--- config.mk ---
export PLATFORM = sky130hd
export DESIGN_NAME = m_axi_rd_arbiter
export DESIGN_NICKNAME = d
export VERILOG_FILES = /design/src/rtl/m_axi_pkg.sv /design/src/rtl/rr_grant.sv /design/src/rtl/m_axi_rd_arbiter.sv
export SDC_FILE = /design/constraint.sdc
export NUM_CORES = 1
export LEC_CHECK = 0
export ABC_AREA = 1
export CAP_MARGIN = 20
export CORE_ASPECT_RATIO = 0.5
export CORE_MARGIN = 4
export CORE_UTILIZATION = 33
export DETAILED_ROUTE_END_ITERATION = 6
export GPL_TIMING_DRIVEN = 0
export PLACE_DENSITY = 0.78
export SYNTH_ARGS = -nofsm -noshare
export SYNTH_HDL_FRONTEND = slang
export SYNTH_SLANG_ARGS = --single-unit
--- constraint.sdc ---
create_clock -name m_axi_aclk -period 5.6 [get_ports m_axi_aclk]
set_clock_uncertainty 0.15 [all_clocks]
set_input_delay 1.68 -clock m_axi_aclk [delete_from_list [all_inputs] [get_ports m_axi_aclk]]
set_output_delay 1.68 -clock m_axi_aclk [all_outputs]
set_load 0.03 [all_outputs]
--- src/rtl/m_axi_pkg.sv ---
// Shared AXI constants and the read-arbiter state encoding.
package m_axi_pkg;

  localparam logic [1:0] AXI_BURST_INCR = 2'b01;

  localparam logic [1:0] RESP_OKAY   = 2'b00;
  localparam logic [1:0] RESP_EXOKAY = 2'b01;
  localparam logic [1:0] RESP_SLVERR = 2'b10;
  localparam logic [1:0] RESP_DECERR = 2'b11;

  localparam int unsigned BOUNDARY_4K = 4096;

  typedef enum logic [1:0] {
    IDLE = 2'd0,
    ADDR = 2'd1,
    DATA = 2'd2,
    REJ  = 2'd3
  } arb_state_t;

endpackage

--- src/rtl/rr_grant.sv ---
// Combinational round-robin selector: first asserted request at or above the
// pointer, wrapping modulo NUM_REQ.
module rr_grant #(
  parameter int unsigned NUM_REQ = 2,
  parameter int unsigned IDX_W   = $clog2(NUM_REQ)
) (
  input  logic [NUM_REQ-1:0] i_req,
  input  logic [IDX_W-1:0]   i_ptr,
  output logic [NUM_REQ-1:0] o_gnt,
  output logic [IDX_W-1:0]   o_idx,
  output logic               o_any
);

  logic [IDX_W-1:0] w_cand;

  // Scan from the pointer upward and keep the first hit only
  always_comb begin
    o_gnt  = '0;
    o_idx  = '0;
    o_any  = 1'b0;
    w_cand = '0;
    for (int unsigned k = 0; k < NUM_REQ; k++) begin
      w_cand = IDX_W'((32'(i_ptr) + k) % NUM_REQ);
      if (!o_any && i_req[w_cand]) begin
        o_any         = 1'b1;
        o_idx         = w_cand;
        o_gnt[w_cand] = 1'b1;
      end
    end
  end

endmodule

--- src/rtl/m_axi_rd_arbiter.sv ---
// Round-robin arbiter sharing one AXI4 AR/R channel pair between NUM_REQ
// burst engines; one burst in flight, 4 KB-crossing requests are rejected.
module m_axi_rd_arbiter
  import m_axi_pkg::*;
#(
  parameter int unsigned NUM_REQ    = 2,
  parameter int unsigned ID_WIDTH   = 1,
  parameter int unsigned ADDR_WIDTH = 32,
  parameter int unsigned DATA_WIDTH = 32
) (
  input  logic                          m_axi_aclk,
  input  logic                          m_axi_areset,
  input  logic [NUM_REQ-1:0]            req_arvalid,
  input  logic [NUM_REQ*ADDR_WIDTH-1:0] req_araddr,
  input  logic [NUM_REQ*8-1:0]          req_arlen,
  output logic [NUM_REQ-1:0]            req_arready,
  output logic [DATA_WIDTH-1:0]         req_rdata,
  output logic [NUM_REQ-1:0]            req_rvalid,
  output logic                          req_rlast,
  output logic [1:0]                    req_rresp,
  input  logic [NUM_REQ-1:0]            req_rready,
  output logic [NUM_REQ-1:0]            req_err,
  output logic [ID_WIDTH-1:0]           m_axi_arid,
  output logic [ADDR_WIDTH-1:0]         m_axi_araddr,
  output logic [7:0]                    m_axi_arlen,
  output logic [2:0]                    m_axi_arsize,
  output logic [1:0]                    m_axi_arburst,
  output logic                          m_axi_arvalid,
  input  logic                          m_axi_arready,
  input  logic [ID_WIDTH-1:0]           m_axi_rid,
  input  logic [DATA_WIDTH-1:0]         m_axi_rdata,
  input  logic [1:0]                    m_axi_rresp,
  input  logic                          m_axi_rlast,
  input  logic                          m_axi_rvalid,
  output logic                          m_axi_rready,
  output logic                          busy
);

  localparam int unsigned IDX_W      = $clog2(NUM_REQ);
  localparam logic [13:0] BEAT_BYTES = 14'(DATA_WIDTH / 8);

  arb_state_t              r_state, w_state_nxt;
  logic [IDX_W-1:0]        r_ptr, w_ptr_nxt;
  logic [IDX_W-1:0]        r_gnt, w_gnt_nxt;
  logic [ADDR_WIDTH-1:0]   r_addr, w_addr_nxt;
  logic [7:0]              r_len, w_len_nxt;

  logic [NUM_REQ-1:0]      w_onehot;
  logic [IDX_W-1:0]        w_idx;
  logic                    w_any;
  logic [ADDR_WIDTH-1:0]   w_sel_addr;
  logic [7:0]              w_sel_len;
  logic [13:0]             w_span;
  logic [13:0]             w_end;
  logic                    w_cross;
  logic [IDX_W-1:0]        w_ptr_inc;
  logic                    w_unused_rid;

  // The slave's RID is not cross-checked against the grant
  assign w_unused_rid = ^m_axi_rid;

  rr_grant #(
    .NUM_REQ (NUM_REQ),
    .IDX_W   (IDX_W)
  ) u_rr_grant (
    .i_req (req_arvalid),
    .i_ptr (r_ptr),
    .o_gnt (w_onehot),
    .o_idx (w_idx),
    .o_any (w_any)
  );

  assign w_sel_addr = req_araddr[w_idx*ADDR_WIDTH +: ADDR_WIDTH];
  assign w_sel_len  = req_arlen[w_idx*8 +: 8];

  // 14-bit sum: up to 4095 + 256 beats * bytes per beat without overflow
  assign w_span  = (14'(w_sel_len) + 14'd1) * BEAT_BYTES;
  assign w_end   = 14'(w_sel_addr[11:0]) + w_span;
  assign w_cross = w_end > 14'(BOUNDARY_4K);

  assign w_ptr_inc = (r_gnt == IDX_W'(NUM_REQ - 1)) ? '0 : r_gnt + 1'b1;

  assign m_axi_arid    = ID_WIDTH'(r_gnt);
  assign m_axi_araddr  = r_addr;
  assign m_axi_arlen   = r_len;
  assign m_axi_arsize  = 3'($clog2(DATA_WIDTH / 8));
  assign m_axi_arburst = AXI_BURST_INCR;
  assign busy          = (r_state != IDLE);

  // State register
  always_ff @(posedge m_axi_aclk or posedge m_axi_areset) begin
    if (m_axi_areset) begin
      r_state <= IDLE;
    end else begin
      r_state <= w_state_nxt;
    end
  end

  // Grant, pointer and latched request
  always_ff @(posedge m_axi_aclk or posedge m_axi_areset) begin
    if (m_axi_areset) begin
      r_ptr  <= '0;
      r_gnt  <= '0;
      r_addr <= '0;
      r_len  <= '0;
    end else begin
      r_ptr  <= w_ptr_nxt;
      r_gnt  <= w_gnt_nxt;
      r_addr <= w_addr_nxt;
      r_len  <= w_len_nxt;
    end
  end

  // Next state and all channel outputs; everything idles low while in reset
  always_comb begin
    w_state_nxt   = r_state;
    w_ptr_nxt     = r_ptr;
    w_gnt_nxt     = r_gnt;
    w_addr_nxt    = r_addr;
    w_len_nxt     = r_len;
    req_arready   = '0;
    req_err       = '0;
    req_rvalid    = '0;
    req_rdata     = '0;
    req_rlast     = 1'b0;
    req_rresp     = RESP_OKAY;
    m_axi_arvalid = 1'b0;
    m_axi_rready  = 1'b0;
    if (!m_axi_areset) begin
      unique case (r_state)
        IDLE: begin
          if (w_any) begin
            w_gnt_nxt   = w_idx;
            w_addr_nxt  = w_sel_addr;
            w_len_nxt   = w_sel_len;
            req_arready = w_onehot;
            if (w_cross) begin
              req_err     = w_onehot;
              w_state_nxt = REJ;
            end else begin
              w_state_nxt = ADDR;
            end
          end
        end
        ADDR: begin
          m_axi_arvalid = 1'b1;
          if (m_axi_arready) begin
            w_state_nxt = DATA;
          end
        end
        DATA: begin
          m_axi_rready      = req_rready[r_gnt];
          req_rvalid[r_gnt] = m_axi_rvalid;
          req_rdata         = m_axi_rdata;
          req_rresp         = m_axi_rresp;
          req_rlast         = m_axi_rlast;
          if (m_axi_rvalid && req_rready[r_gnt] && m_axi_rlast) begin
            w_ptr_nxt   = w_ptr_inc;
            w_state_nxt = IDLE;
          end
        end
        REJ: begin
          w_ptr_nxt   = w_ptr_inc;
          w_state_nxt = IDLE;
        end
      endcase
    end
  end

endmodule
* Word-level counts from Yosys, hierarchy flattened
Index checks and enable logic that the tools add are counted.
** Storage, ports and cells
- Register bits :: 44
- Output and inout port bits :: 90
** Operators by class
- Multiplexer cells :: 45
- $add $sub $neg :: 4
- Shift operators :: 2
- Magnitude comparators :: 7
- Bitwise logic cells :: 3
- Equality and inequality tests :: 6
- Reduce and logical (&&, ||, !) cells :: 13
** Operator list (count)
- $mux 32 :: 2
- $shiftx 64x7->32 :: 1
- $mux 2 :: 17
- $mux 1 :: 21
- $shiftx 16x5->8 :: 1
- $add 12x11->13 :: 1
- $gt 13x13->1 const B :: 1
- $add 8x1->9 const B :: 1
- $pmux 2 s4 :: 1
- $logic_and 1x1->1 :: 6
- $lt 1x2->1 const B :: 3
- $reduce_and 3->1 :: 2
- $eq 2x2->1 const B :: 2
- $ne 2x2->1 const B :: 2
- $reduce_and 4->1 :: 1
- $reduce_bool 2->1 :: 2
- $demux 1 s1 :: 3
- $ge 1x1->1 const B :: 3
- $add 1x1->1 const B :: 2
- $and 2x2->2 :: 1
- $eq 2x1->1 const B :: 1
- $logic_not 2->1 :: 1
- $ne 2x1->1 const B :: 1
- $or 2x2->2 :: 1
- other kinds (3) :: 3

* Depth between registers and ports, before layout
Gate-level depths: netlist of run 1.
- Word-level depth :: 14
- Mapped depth :: 26
- Mapped depth without buffers :: 26

* Modules after synthesis
A second synthesis of run 1 with hierarchy kept.
** Second synthesis, totals
- Cell total of the unflattened synthesis :: 494
- Area total of the unflattened synthesis :: 3407.0 µm²
** Modules (own cells, without submodules)
- m_axi_rd_arbiter :: cells each 480, times used 1, area an instance 3352.0 µm², sequential area each 1101.1 µm²
- rr_grant :: cells each 14, times used 1, area an instance 55.1 µm², sequential area each 0.0 µm²

* Least setup slack after synthesis of run 1
Ideal clock, no wire load.
- Path kind :: input -> output
- Start point :: input req_arvalid[0]
- End point :: output req_err[0]
- Cell stages on the path :: 22
- Buffers on the path :: 1
- Slack :: -0.757 ns
- Data arrival time :: 4.527 ns
- Cells stage by stage :: nand2_2 -> nand2_4 -> buf_4 -> nand2_1 -> nand2_1 -> ha_1 -> nand2_1 -> or2_1 -> nor2_1 -> nand2_1 -> xnor2_1 -> inv_1 -> ha_1 -> nand2_1 -> inv_1 -> a21oi_1 -> nand3_1 -> nand2_1 -> nor2_1 -> nand3_1 -> nand2_1 -> nor3_1
** On the way
- Longest elaborated chain between the ends :: 14
- Elaborated cells between the ends (all ways) :: 22
** Ends and longest elaborated chain
- from (decl) :: RTL line m_axi_rd_arbiter.sv:13 : input logic [NUM_REQ-1:0] req_arvalid,
- $mux 1 (implied by the code) (2 in series) :: RTL line rr_grant.sv:24 : if (!o_any && i_req[w_cand]) begin
- $mux 1 :: RTL line rr_grant.sv:24
- $logic_not 1->1 :: RTL line rr_grant.sv:24
- $logic_and 1x1->1 :: RTL line rr_grant.sv:24
- $mux 1 (*) :: RTL line rr_grant.sv:24
- $shiftx 16x5->8 (*) :: RTL line m_axi_rd_arbiter.sv:74 : assign w_sel_len = req_arlen[w_idx*8 +: 8];
- named net w_sel_len[1] :: RTL line m_axi_rd_arbiter.sv:52 : logic [7:0] w_sel_len;
- $add 8x1->9 (*) :: RTL line m_axi_rd_arbiter.sv:77 : assign w_span = (14'(w_sel_len) + 14'd1) * BEAT_BYTES;
- $add 12x11->13 (*) :: RTL line m_axi_rd_arbiter.sv:78 : assign w_end = 14'(w_sel_addr[11:0]) + w_span;
- $gt 13x13->1 (*) :: RTL line m_axi_rd_arbiter.sv:79 : assign w_cross = w_end > 14'(BOUNDARY_4K);
- $mux 2 (*) :: RTL line m_axi_rd_arbiter.sv:137 : if (w_cross) begin
- $mux 2 (*) :: RTL line m_axi_rd_arbiter.sv:132 : if (w_any) begin
- $mux 2 (*) :: RTL line m_axi_rd_arbiter.sv:130 : unique case (r_state)
- $mux 2 (*) :: RTL line m_axi_rd_arbiter.sv:129 : if (!m_axi_areset) begin
- to (decl) :: RTL line m_axi_rd_arbiter.sv:22 : output logic [NUM_REQ-1:0] req_err,
Mark *: on every way through the listed nets, which the timed path passes. The rest lies on a longest branch. The select of a mux whose other input is x is not followed.

* Worst setup path after layout of run 1
- Start point :: input req_arvalid[0]
- End point :: output req_err[1]
Same word-level chain as after synthesis.

==> results by group, run 1 <==
Die
  – Die Y: 77.3 um
  – Die width: 147 um
  – Die ar.: 11300 um^2
  – Initial Util: 35.1%
  – Boundary Pins: 214
  – Std-Cell Rows: 24
  – Core area: 9040 um^2

Global routing
  – Total gr overflow: 0
  – Antenna violations before repair: 0
  – First-pass GRT wire length: 19.0 mm
  – Pin count of the biggest net entering global routing: 26
  – Number of global-route vias before repair: 3760
  – Total Routing Usage GR: 20.4%

Cells and area
  – Utilization after layout: 66.7%
  – Filler Cell Count: 732
  – Nets: 867
  – Multi-input logic area: 1930 um^2
  – Final non-filler cell total: 863
  – ANT cells: 0
  – Area growth from synthesis to layout: 90.0%
  – Share of cells above drive strength 1: 13.9%
  – Reg area: 1100 um^2

Synthesis
  – Post-Syn Area: 3170 um^2
  – Synth area leader: dfrtp_1
  – Sequential-to-total area share from yosys stat: 34.7%
  – Top-count cell post-synth: nand2_1
  – Synth top area share: 34.7%
  – Avg Inst Size Synth: 6.39 um^2
  – EDFF count, synth: 0
  – Yosys reg bits: 44
  – Async SR Flop Fraction: 100%
  – Netlist cell types: 33
  – Synth warn: 0
  – Synth Instances: 496
  – Synth cell count leaders: nand2_1, nor2_1, inv_1
  – Synth area leaders: dfrtp_1, nand2_1, nor2_1
  – Top FF cell, synth: dfrtp_1

Setup path
  – CP max stage delay: 0.31 ns
  – CP Cell Sequence: buf_8, nand2_8, nand2_8, buf_8, o21ai_4, ha_4, nand2_2, or2_1, nor2_1, nand2_1, xnor2_1, inv_1, ha_4, buf_6, nand4_1, nand2_1, nand2_2, a21oi_4, nand2_4, buf_4, nor2_4, buf_6
  – Setup crit start kind: input pin
  – Req. time, crit path: 3.77 ns
  – Worst Setup End Kind: output pin
  – Critical path class: in -> out
  – CP max FO: 6
  – CP max-delay cell: ha_4
  – Worst path arrival time: 4.49 ns

Outcome
  – Failing checks: negative setup slack
  – Outcome: finished with violations

Place
  – Port Buf Inserts: 207
  – Post-Place Cells: 837
  – Routability cong.: 0.839
  – Setup WS pre-CTS: -1.85 ns
  – Detail Placement HPWL: 9.79 mm

Detailed routing
  – DR vias: 3963
  – Via-to-Cell Ratio: 4.59
  – Met2 routed WL: 6.77 mm
  – Final ANT Viol Nets: 0
  – DRC violations left: 0
  – Routed wl met3: 658 um
  – DR pass1 iterations: 5
  – Total wire length: 12.6 mm
  – Top Layer Used: met4
  – Initial DRC Count: 176
  – Routed wire per std cell: 14.6 um
  – Post-Route M1 WL: 4.86 mm

STA
  – Final Hold Fails: 0
  – Setup TNS: -1.42 ns
  – Final period utilization: 113%
  – Slew headroom: 66.2%
  – Minimum clock period: 6.32 ns
  – Max-slew violation count: 0
  – Max Freq: 0.158 GHz
  – Fin worst setup slack: -0.723 ns
  – RSZ-0062 raised after global routing: true
  – Worst-margin pin slew: 0.507 ns
  – WHS: 0.322 ns
  – Final setup fails: 2

CTS
  – H-Tree Level Count: 2
  – CTS tree: built
  – Clk slew on worst S/H paths: 0.07 ns
  – CTS root buf: clkbuf_16
  – TritonCTS Sinks: 44
  – Hold buffers post-CTS: 0
  – Clk_lat worst skew: 0.29 ns
  – TritonCTS Buffers: 5
  – Clock Tree Buf Depth: 2

Worst hold path
  – Hold Path Class: reg -> reg

Power and ir drop
  – P per Cell Area: 416 nW/um^2
  – Static leakage: 3.07 nW
  – Maximum vdd drop: 0.188 mV

Run
  – Max Cap Viol: 0
state kept, by name (all words and copies together), names as in the netlist:
signal,count
m_axi_arlen,8
r_ptr,1
m_axi_arid,1
m_axi_araddr,32
r_state,2
final cells by class:
type,instances,area share (%)
timing repair buffer,226,36.7
multi-input combinational,357,32.1
buffer,23,2.37
sequential,44,18.3
clock inverter,2,0.644
tap,130,2.70
inverter,75,4.94
clock buffer,6,2.31
metrics by stage:
stage                     cell area [um^2]  power [mW]
after CTS                             5830        2.45
after global routing                  6020        2.67
after global placement                5470        2.03
final                                 6020        2.51
after floorplan                       3230        1.44
after detailed placement              5490        2.06
layer usage:
layer  global-route usage [%]  vias to the layer above
met4                     6.10                        0
met2                     37.6                      135
li1                         -                     1975
met3                     4.18                       31
met1                     24.1                     1822
met5                        0                        -
repair_timing:
action / 4_1_cts / 5_1_grt
endpoints found under the setup margin: 39 / 38
pin swaps: 25 / 25
gates resized for setup: 88 / 38
buffers inserted: 12 / 6
placed cells by master, fill, tap and decap left out, drive strengths merged, types with 2 or more instances in the layout:
cell / count
clkdlybuf4s50: 166
nand2: 161
nor2: 77
inv: 74
o21ai: 54
dfrtp: 44
buf: 37
dlygate4sd2: 33
clkbuf: 16
nand3: 13
ha: 10
nor3: 6
a21oi: 6
conb: 5
or2: 5
xor2: 4
mux2i: 4
xnor2: 3
dlymetal6s2s: 3
nand3b: 2
o21a: 2
nor4: 2
bufinv: 2
cells by family (layout without fill, tap and decap cells):
kind of cell	Yosys count	after routing	share of synthesized area [%]
fa+ha+maj	11	11	4.58
buf+inv	98	332	13.0
compound gates	63	63	10.3
flops	44	44	34.7
mux	4	4	1.26
xor+xnor	7	7	1.93
simple gates	267	267	33.9
other cells	2	5	0.237
power breakdown:
| part | switching (mW) | internal [mW] | leakage, nW |
|---|---|---|---|
| sequential | 0.0838 | 0.469 | 0.548 |
| clock | 0.127 | 0.224 | 0.0871 |
| combinational | 0.952 | 0.653 | 2.44 |
| total | 1.16 | 1.35 | 3.07 |
worst paths after layout:
| check | cells after the start | start | slack [ns] | to |
|---|---|---|---|---|
| min | 2 | m_axi_araddr[2] | 0.32 | m_axi_araddr[2] |
| min in group asynchronous | 2 | m_axi_areset | 1.77 | m_axi_araddr[14] |
| min reg2reg | 2 | m_axi_araddr[2] | 0.32 | m_axi_araddr[2] |
| max reg2reg | 25 | r_ptr | 2.25 | r_state[1] |
| max in group asynchronous | 3 | m_axi_areset | 3.16 | m_axi_arid |
| max | 22 | req_arvalid[0] | -0.72 | req_err[1] |
critical path: cells and delay by family:
family          cells  cell delay [ns]
fa+ha+maj           2             0.48
simple gates       11             1.09
compound gates      2             0.36
xor+xnor            1             0.15
buf+inv             6             0.70
Note: power is estimated with default switching activity, not from simulation.
==> run 2: changes to the inputs <==
--- a/config.mk
+++ b/config.mk
@@ -10,6 +10,7 @@
 export CORE_ASPECT_RATIO = 0.5
 export CORE_MARGIN = 4
 export CORE_UTILIZATION = 33
+export CTS_BUF_LIST = sky130_fd_sc_hd__clkbuf_8
 export DETAILED_ROUTE_END_ITERATION = 6
 export GPL_TIMING_DRIVEN = 0
 export PLACE_DENSITY = 0.78
==> results by group, run 2 (synthesis results as in run 1) <==
Global routing
  – Antenna violations before repair: 0 (unchanged)
  – Number of global-route vias before repair: 3732 (-0.74%)
  – First-pass GRT wire length: 18.9 mm (-0.29%)
  – Total Routing Usage GR: 20.3% (-0.088 points)
  – Total gr overflow: 0 (unchanged)
  – Pin count of the biggest net entering global routing: 26 (unchanged)

Setup path
  – Critical path class: in -> out
  – Setup crit start kind: input pin
  – Req. time, crit path: 3.77 ns (about the same)
  – Worst Setup End Kind: output pin
  – CP max FO: 6 (unchanged)
  – Worst path arrival time: 4.45 ns (-0.04 ns)

STA
  – Fin worst setup slack: -0.679 ns (+0.0446 ns)
  – Slew headroom: 66.5% (+0.29 points)
  – Max Freq: 0.159 GHz (+0.71%)
  – Final period utilization: 112% (-0.80 points)
  – Max-slew violation count: 0 (unchanged)
  – Minimum clock period: 6.28 ns (-0.0446 ns)
  – Worst-margin pin slew: 0.502 ns (-0.00430 ns)
  – RSZ-0062 raised after global routing: true
  – Final setup fails: 2 (unchanged)
  – Final Hold Fails: 0 (unchanged)

Detailed routing
  – Initial DRC Count: 239 (+36%)
  – Via-to-Cell Ratio: 4.52 (-1.5%)
  – Top Layer Used: met4
  – DR vias: 3903 (-1.5%)
  – Post-Route M1 WL: 4.81 mm (-0.97%)
  – Routed wl met3: 619 um (-5.9%)
  – Total wire length: 12.3 mm (-2.2%)
  – Final ANT Viol Nets: 0 (unchanged)
  – DR pass1 iterations: 4 (-1)
  – DRC violations left: 0 (unchanged)
  – Met2 routed WL: 6.68 mm (-1.4%)
  – Routed wire per std cell: 14.3 um (-2.2%)

CTS
  – Clk slew on worst S/H paths: 0.09 ns (+0.02 ns)
  – Clk_lat worst skew: 0.31 ns (+0.02 ns)
  – H-Tree Level Count: 2 (unchanged)
  – TritonCTS Sinks: 44 (unchanged)
  – TritonCTS Buffers: 5 (unchanged)
  – CTS tree: built
  – CTS root buf: clkbuf_8
  – Clock Tree Buf Depth: 2 (unchanged)

Cells and area
  – Nets: 867 (unchanged)
  – Area growth from synthesis to layout: 87.3%
  – Final Cell Area: 5940 um^2 (-1.4%)
  – Share of cells above drive strength 1: 13.6% (-0.27 points)
  – Number of flip-flops in the largest register: 32 (unchanged)
  – Filler Cell Count: 755 (+3.1%)
  – Most frequent cells in the layout: clkdlybuf4s50_1, nand2_1, nor2_1
  – Utilization after layout: 65.7% (-0.96 points)
  – Leading cell type in the layout, fill and taps excluded: clkdlybuf4s50_1
  – ANT cells: 0 (unchanged)
  – Final non-filler cell total: 863 (unchanged)

Die
  – Std-Cell Rows: 24 (unchanged)
  – Core area: 9040 um^2 (unchanged)
  – Die width: 147 um (unchanged)
  – Die Y: 77.3 um (unchanged)
  – Initial Util: 35.1% (unchanged)
  – Die ar.: 11300 um^2 (unchanged)
  – Boundary Pins: 214 (unchanged)

Place
  – Routability cong.: 0.839 (unchanged)
  – Post-Place Cells: 837 (unchanged)
  – Port Buf Inserts: 207 (unchanged)
  – Placed Area: 5490 um^2 (unchanged)
  – Detail Placement HPWL: 9.79 mm (unchanged)
  – Setup WS pre-CTS: -1.85 ns (unchanged)

Power and ir drop
  – Static leakage: 3.05 nW (-0.72%)
  – Final Power: 2.40 mW (-4.1%)
  – Maximum vdd drop: 0.179 mV (-5.2%)
  – P per Cell Area: 405 nW/um^2 (-2.8%)

Worst hold path
  – Hold Path Class: reg -> reg

Outcome
  – Outcome: finished with violations
  – Failing checks: negative setup slack

Run
  – Max Cap Viol: 0 (unchanged)
-- run 2: routing by layer --
metal	track usage, %	vias to the layer above
li1	-	1973
met5	0	-
met4	5.72	0
met2	37.6	117
met1	24.3	1792
met3	3.77	21
-- run 2: metrics by stage --
step	setup TNS [ns]	hold WS, ns
2_1_floorplan	-0.531	0.324
3_3_place_gp	-57.37	0.304
3_5_place_dp	-14.86	0.307
4_1_cts	-1.25	0.329
5_1_grt	-1.71	0.355
6_report	-1.30	0.330
-- run 2: area by class of cell --
type	count	area (um^2)	area share [%]
clock buffers	6	82.6	1.39
clock inverters	2	38.8	0.653
flip-flops and latches	44	1100	18.5
repair buffers	226	2210	37.2
plain buffers	23	143	2.40
multi-input cells	357	1900	32.0
inverters	75	298	5.01
well taps	130	163	2.74
-- run 2: power by group --
group          leakage (nW)  total, mW  internal [mW]  switching, mW
logic                  2.44       1.59          0.648          0.939
clock network        0.0614      0.265          0.146          0.119
registers             0.548      0.552          0.468         0.0839
total                  3.05       2.40           1.26           1.14
-- run 2: worst paths after layout --
| kind | from | endpoint | slack (ns) | depth (start not counted) |
|---|---|---|---|---|
| setup / recovery | req_arvalid[0] | req_err[0] | -0.68 | 21 |
| hold / removal | m_axi_araddr[7] | m_axi_araddr[7] | 0.33 | 2 |
| setup reg to reg | r_ptr | r_state[1] | 2.24 | 25 |
| hold reg to reg | m_axi_araddr[7] | m_axi_araddr[7] | 0.33 | 2 |
| max in group asynchronous | m_axi_areset | m_axi_arid | 3.18 | 3 |
| min in group asynchronous | m_axi_areset | m_axi_araddr[14] | 1.73 | 2 |
-- run 2: timing repair --
item,CTS,global route
pin swaps,25,28
hold buffers,0,0
gates cloned,0,0
resized for setup,88,32
hold endpoints to repair,0,0
endpoints found under the setup margin,39,38
buffers inserted,12,6
-- run 2: critical path: stages --
cell     delay [ns]
buf_8          0.10
nand2_4        0.06
nand2_4        0.08
buf_8          0.14
o21ai_4        0.17
ha_4           0.17
nand2_2        0.05
or2_1          0.22
nor2_1         0.10
nand2_1        0.10
xnor2_1        0.15
inv_1          0.08
ha_4           0.31
buf_6          0.10
nand4_1        0.13
nand2_1        0.11
nand2_2        0.08
a21oi_4        0.18
nand2_4        0.10
nor3_4         0.17
buf_6          0.15
==> run 3: changes to the inputs <==
--- a/config.mk
+++ b/config.mk
@@ -7,13 +7,12 @@
 export LEC_CHECK = 0
 export ABC_AREA = 1
 export CAP_MARGIN = 20
-export CORE_ASPECT_RATIO = 0.5
 export CORE_MARGIN = 4
 export CORE_UTILIZATION = 33
 export CTS_BUF_LIST = sky130_fd_sc_hd__clkbuf_8
 export DETAILED_ROUTE_END_ITERATION = 6
-export GPL_TIMING_DRIVEN = 0
 export PLACE_DENSITY = 0.78
+export SKIP_LAST_GASP = 1
 export SYNTH_ARGS = -nofsm -noshare
 export SYNTH_HDL_FRONTEND = slang
 export SYNTH_SLANG_ARGS = --single-unit
==> results by group, run 3 (synthesis results as in run 1) <==
Outcome
  – Outcome: finished with violations
  – Failing checks: negative setup slack

Worst hold path
  – Hold depth: 2 (unchanged)
  – Hold Startpoint: m_axi_araddr[8]
  – Hold Path Class: reg -> reg
  – WHS Endpoint: m_axi_araddr[8]

STA
  – WHS: 0.324 ns (-0.00507 ns)
  – Fin worst setup slack: -0.613 ns (+0.0657 ns)
  – Final period utilization: 111% (-1.2 points)
  – Max Freq: 0.161 GHz (+1.1%)
  – Slew headroom: 45.6% (-21 points)
  – Max-slew violation count: 0 (unchanged)
  – Final Hold Fails: 0 (unchanged)
  – Worst-margin pin slew: 0.816 ns (+0.314 ns)
  – Minimum clock period: 6.21 ns (-0.0657 ns)
  – RSZ-0062 raised after global routing: true
  – Final setup fails: 2 (unchanged)

Global routing
  – Antenna violations before repair: 0 (unchanged)
  – Total gr overflow: 0 (unchanged)
  – Number of global-route vias before repair: 3986 (+6.8%)
  – First-pass GRT wire length: 19.1 mm (+1.3%)
  – Total Routing Usage GR: 20.9% (+0.56 points)
  – Pin count of the biggest net entering global routing: 50 (+92%)

Cells and area
  – Area growth from synthesis to layout: 86.1%
  – Share of cells above drive strength 1: 18.8% (+5.2 points)
  – Leading cell type in the layout, fill and taps excluded: clkdlybuf4s50_1
  – Filler Cell Count: 851 (+13%)
  – Nets: 873 (+0.69%)
  – Final Cell Area: 5900 um^2 (-0.65%)
  – Most frequent cells in the layout: clkdlybuf4s50_1, nand2_1, buf_4
  – Number of flip-flops in the largest register: 32 (unchanged)
  – ANT cells: 0 (unchanged)

Detailed routing
  – Routed wire per std cell: 14.0 um (-1.9%)
  – Routed wl met3: 577 um (-6.8%)
  – DR pass1 iterations: 4 (unchanged)
  – DR vias: 3910 (+0.18%)
  – Post-Route M1 WL: 4.91 mm (+2.2%)
  – DRC violations left: 0 (unchanged)
  – Total wire length: 12.2 mm (-1.4%)
  – Final ANT Viol Nets: 0 (unchanged)
  – Initial DRC Count: 179 (-25%)
  – Met2 routed WL: 6.54 mm (-2.1%)
  – Via-to-Cell Ratio: 4.51 (-0.28%)
  – Top Layer Used: met4

CTS
  – Clk_lat worst skew: 0.30 ns (about the same)
  – Clk slew on worst S/H paths: 0.08 ns (about the same)
  – H-Tree Level Count: 2 (unchanged)
  – CTS tree: built
  – Hold buffers post-CTS: 0 (unchanged)
  – CTS root buf: clkbuf_8
  – TritonCTS Buffers: 5 (unchanged)
  – TritonCTS Sinks: 44 (unchanged)
  – Clock Tree Buf Depth: 2 (unchanged)

Die
  – Initial Util: 34.2% (-0.93 points)
  – Boundary Pins: 214 (unchanged)
  – Die ar.: 11200 um^2 (-0.84%)
  – Core area: 9280 um^2 (+2.7%)
  – Die width: 106 um (-28%)
  – Die Y: 106 um (+37%)
  – Std-Cell Rows: 35 (+46%)

Setup path
  – CP max FO: 4 (-2)
  – Setup crit start kind: input pin
  – R2R Setup Slk: 2.27 ns (+0.03 ns)
  – Path depth of the worst reg2reg path: 25 (unchanged)
  – Critical path class: in -> out
  – Reg-to-Reg Start: r_ptr
  – Worst Setup End Kind: output pin
  – Critical R2R Capture: r_state[1]
  – Req. time, crit path: 3.77 ns (about the same)
  – Worst path arrival time: 4.38 ns (-0.07 ns)

Place
  – Port Buf Inserts: 207 (unchanged)
  – Setup WS pre-CTS: -1.19 ns (+0.664 ns)
  – Routability cong.: 0.873 (+4.1%)
  – Detail Placement HPWL: 9.38 mm (-4.2%)
  – Placed Area: 5530 um^2 (+0.84%)

Power and ir drop
  – P per Cell Area: 399 nW/um^2 (-1.5%)
  – Maximum vdd drop: 0.185 mV (+3.4%)
  – Static leakage: 3.01 nW (-1.4%)

Run
  – Max Cap Viol: 0 (unchanged)
==> run 3: repair_timing <==
action | in CTS | in global routing
pin swaps | 21 | 26
gates resized for setup | 34 | 28
cloned | 1 | 0
endpoints found under the hold margin | 0 | 0
buffers inserted | 9 | 0
setup endpoints to repair | 2 | 2
==> run 3: worst max-delay path, cell delays in order <==
cell and delay (ns):
buf_8 0.11, nand2_8 0.07, nand2_8 0.08, buf_6 0.13, o21ai_4 0.12, ha_2 0.19
nand2_1 0.05, or2_1 0.22, nor2_1 0.09, nand2_1 0.08, xnor2_1 0.14, inv_1 0.09
ha_4 0.30, nand2_4 0.06, nor2_1 0.09, nand3_1 0.12, nand2_1 0.10, nand2_1 0.05
nand2_1 0.05, nor2_1 0.04, nand3_2 0.08, nand2_4 0.08, nor3_4 0.18, buf_6 0.15
==> run 3: metal layers <==
metal,GRT usage (%),up-vias
met2,39.8,112
met3,3.46,10
met5,0,-
met4,3.98,0
met1,24.6,1799
li1,-,1989
==> run 3: worst max path at each step <==
stage	from	end	slack (ns)	cells after the start
2_1_floorplan	req_arvalid[0]	req_err[0]	-0.33	23
3_3_place_gp	req_arvalid[0]	req_err[0]	-1.13	20
3_5_place_dp	req_arvalid[0]	req_err[0]	-1.19	20
4_1_cts	req_arvalid[0]	req_err[0]	-0.60	24
5_1_grt	req_arvalid[0]	req_err[0]	-0.86	24
6_report	req_arvalid[0]	req_err[0]	-0.61	24
==> run 3: layout make-up <==
type / instances / area, um^2 / area share (%)
inverters: 75 / 287 / 4.86
clock inverters: 2 / 12.5 / 0.212
repair buffers: 254 / 2370 / 40.3
flip-flops and latches: 44 / 1100 / 18.7
multi-input cells: 358 / 1890 / 32.1
clock buffers: 5 / 68.8 / 1.17
well taps: 129 / 161 / 2.74
==> run 3: per-stage QoR <==
| stage | instances | TNS [ns] | utilization, % | total power, mW |
|---|---|---|---|---|
| final | 867 | -1.15 | 63.5 | 2.35 |
| after global routing | 867 | -1.63 | 63.5 | 2.52 |
| after CTS | 867 | -1.16 | 62.3 | 2.34 |
| after detailed placement | 850 | -2.33 | 59.6 | 2.08 |
| after global placement | 850 | -2.20 | 59.6 | 2.04 |
| after floorplan | 499 | -0.531 | - | 1.44 |
==> run 3: power breakdown <==
group | total [mW] | internal [mW] | switching [mW] | leakage, nW
Clock | 0.198 | 0.0847 | 0.114 | 0.0400
Combinational | 1.60 | 0.664 | 0.936 | 2.42
Sequential | 0.554 | 0.468 | 0.0860 | 0.548
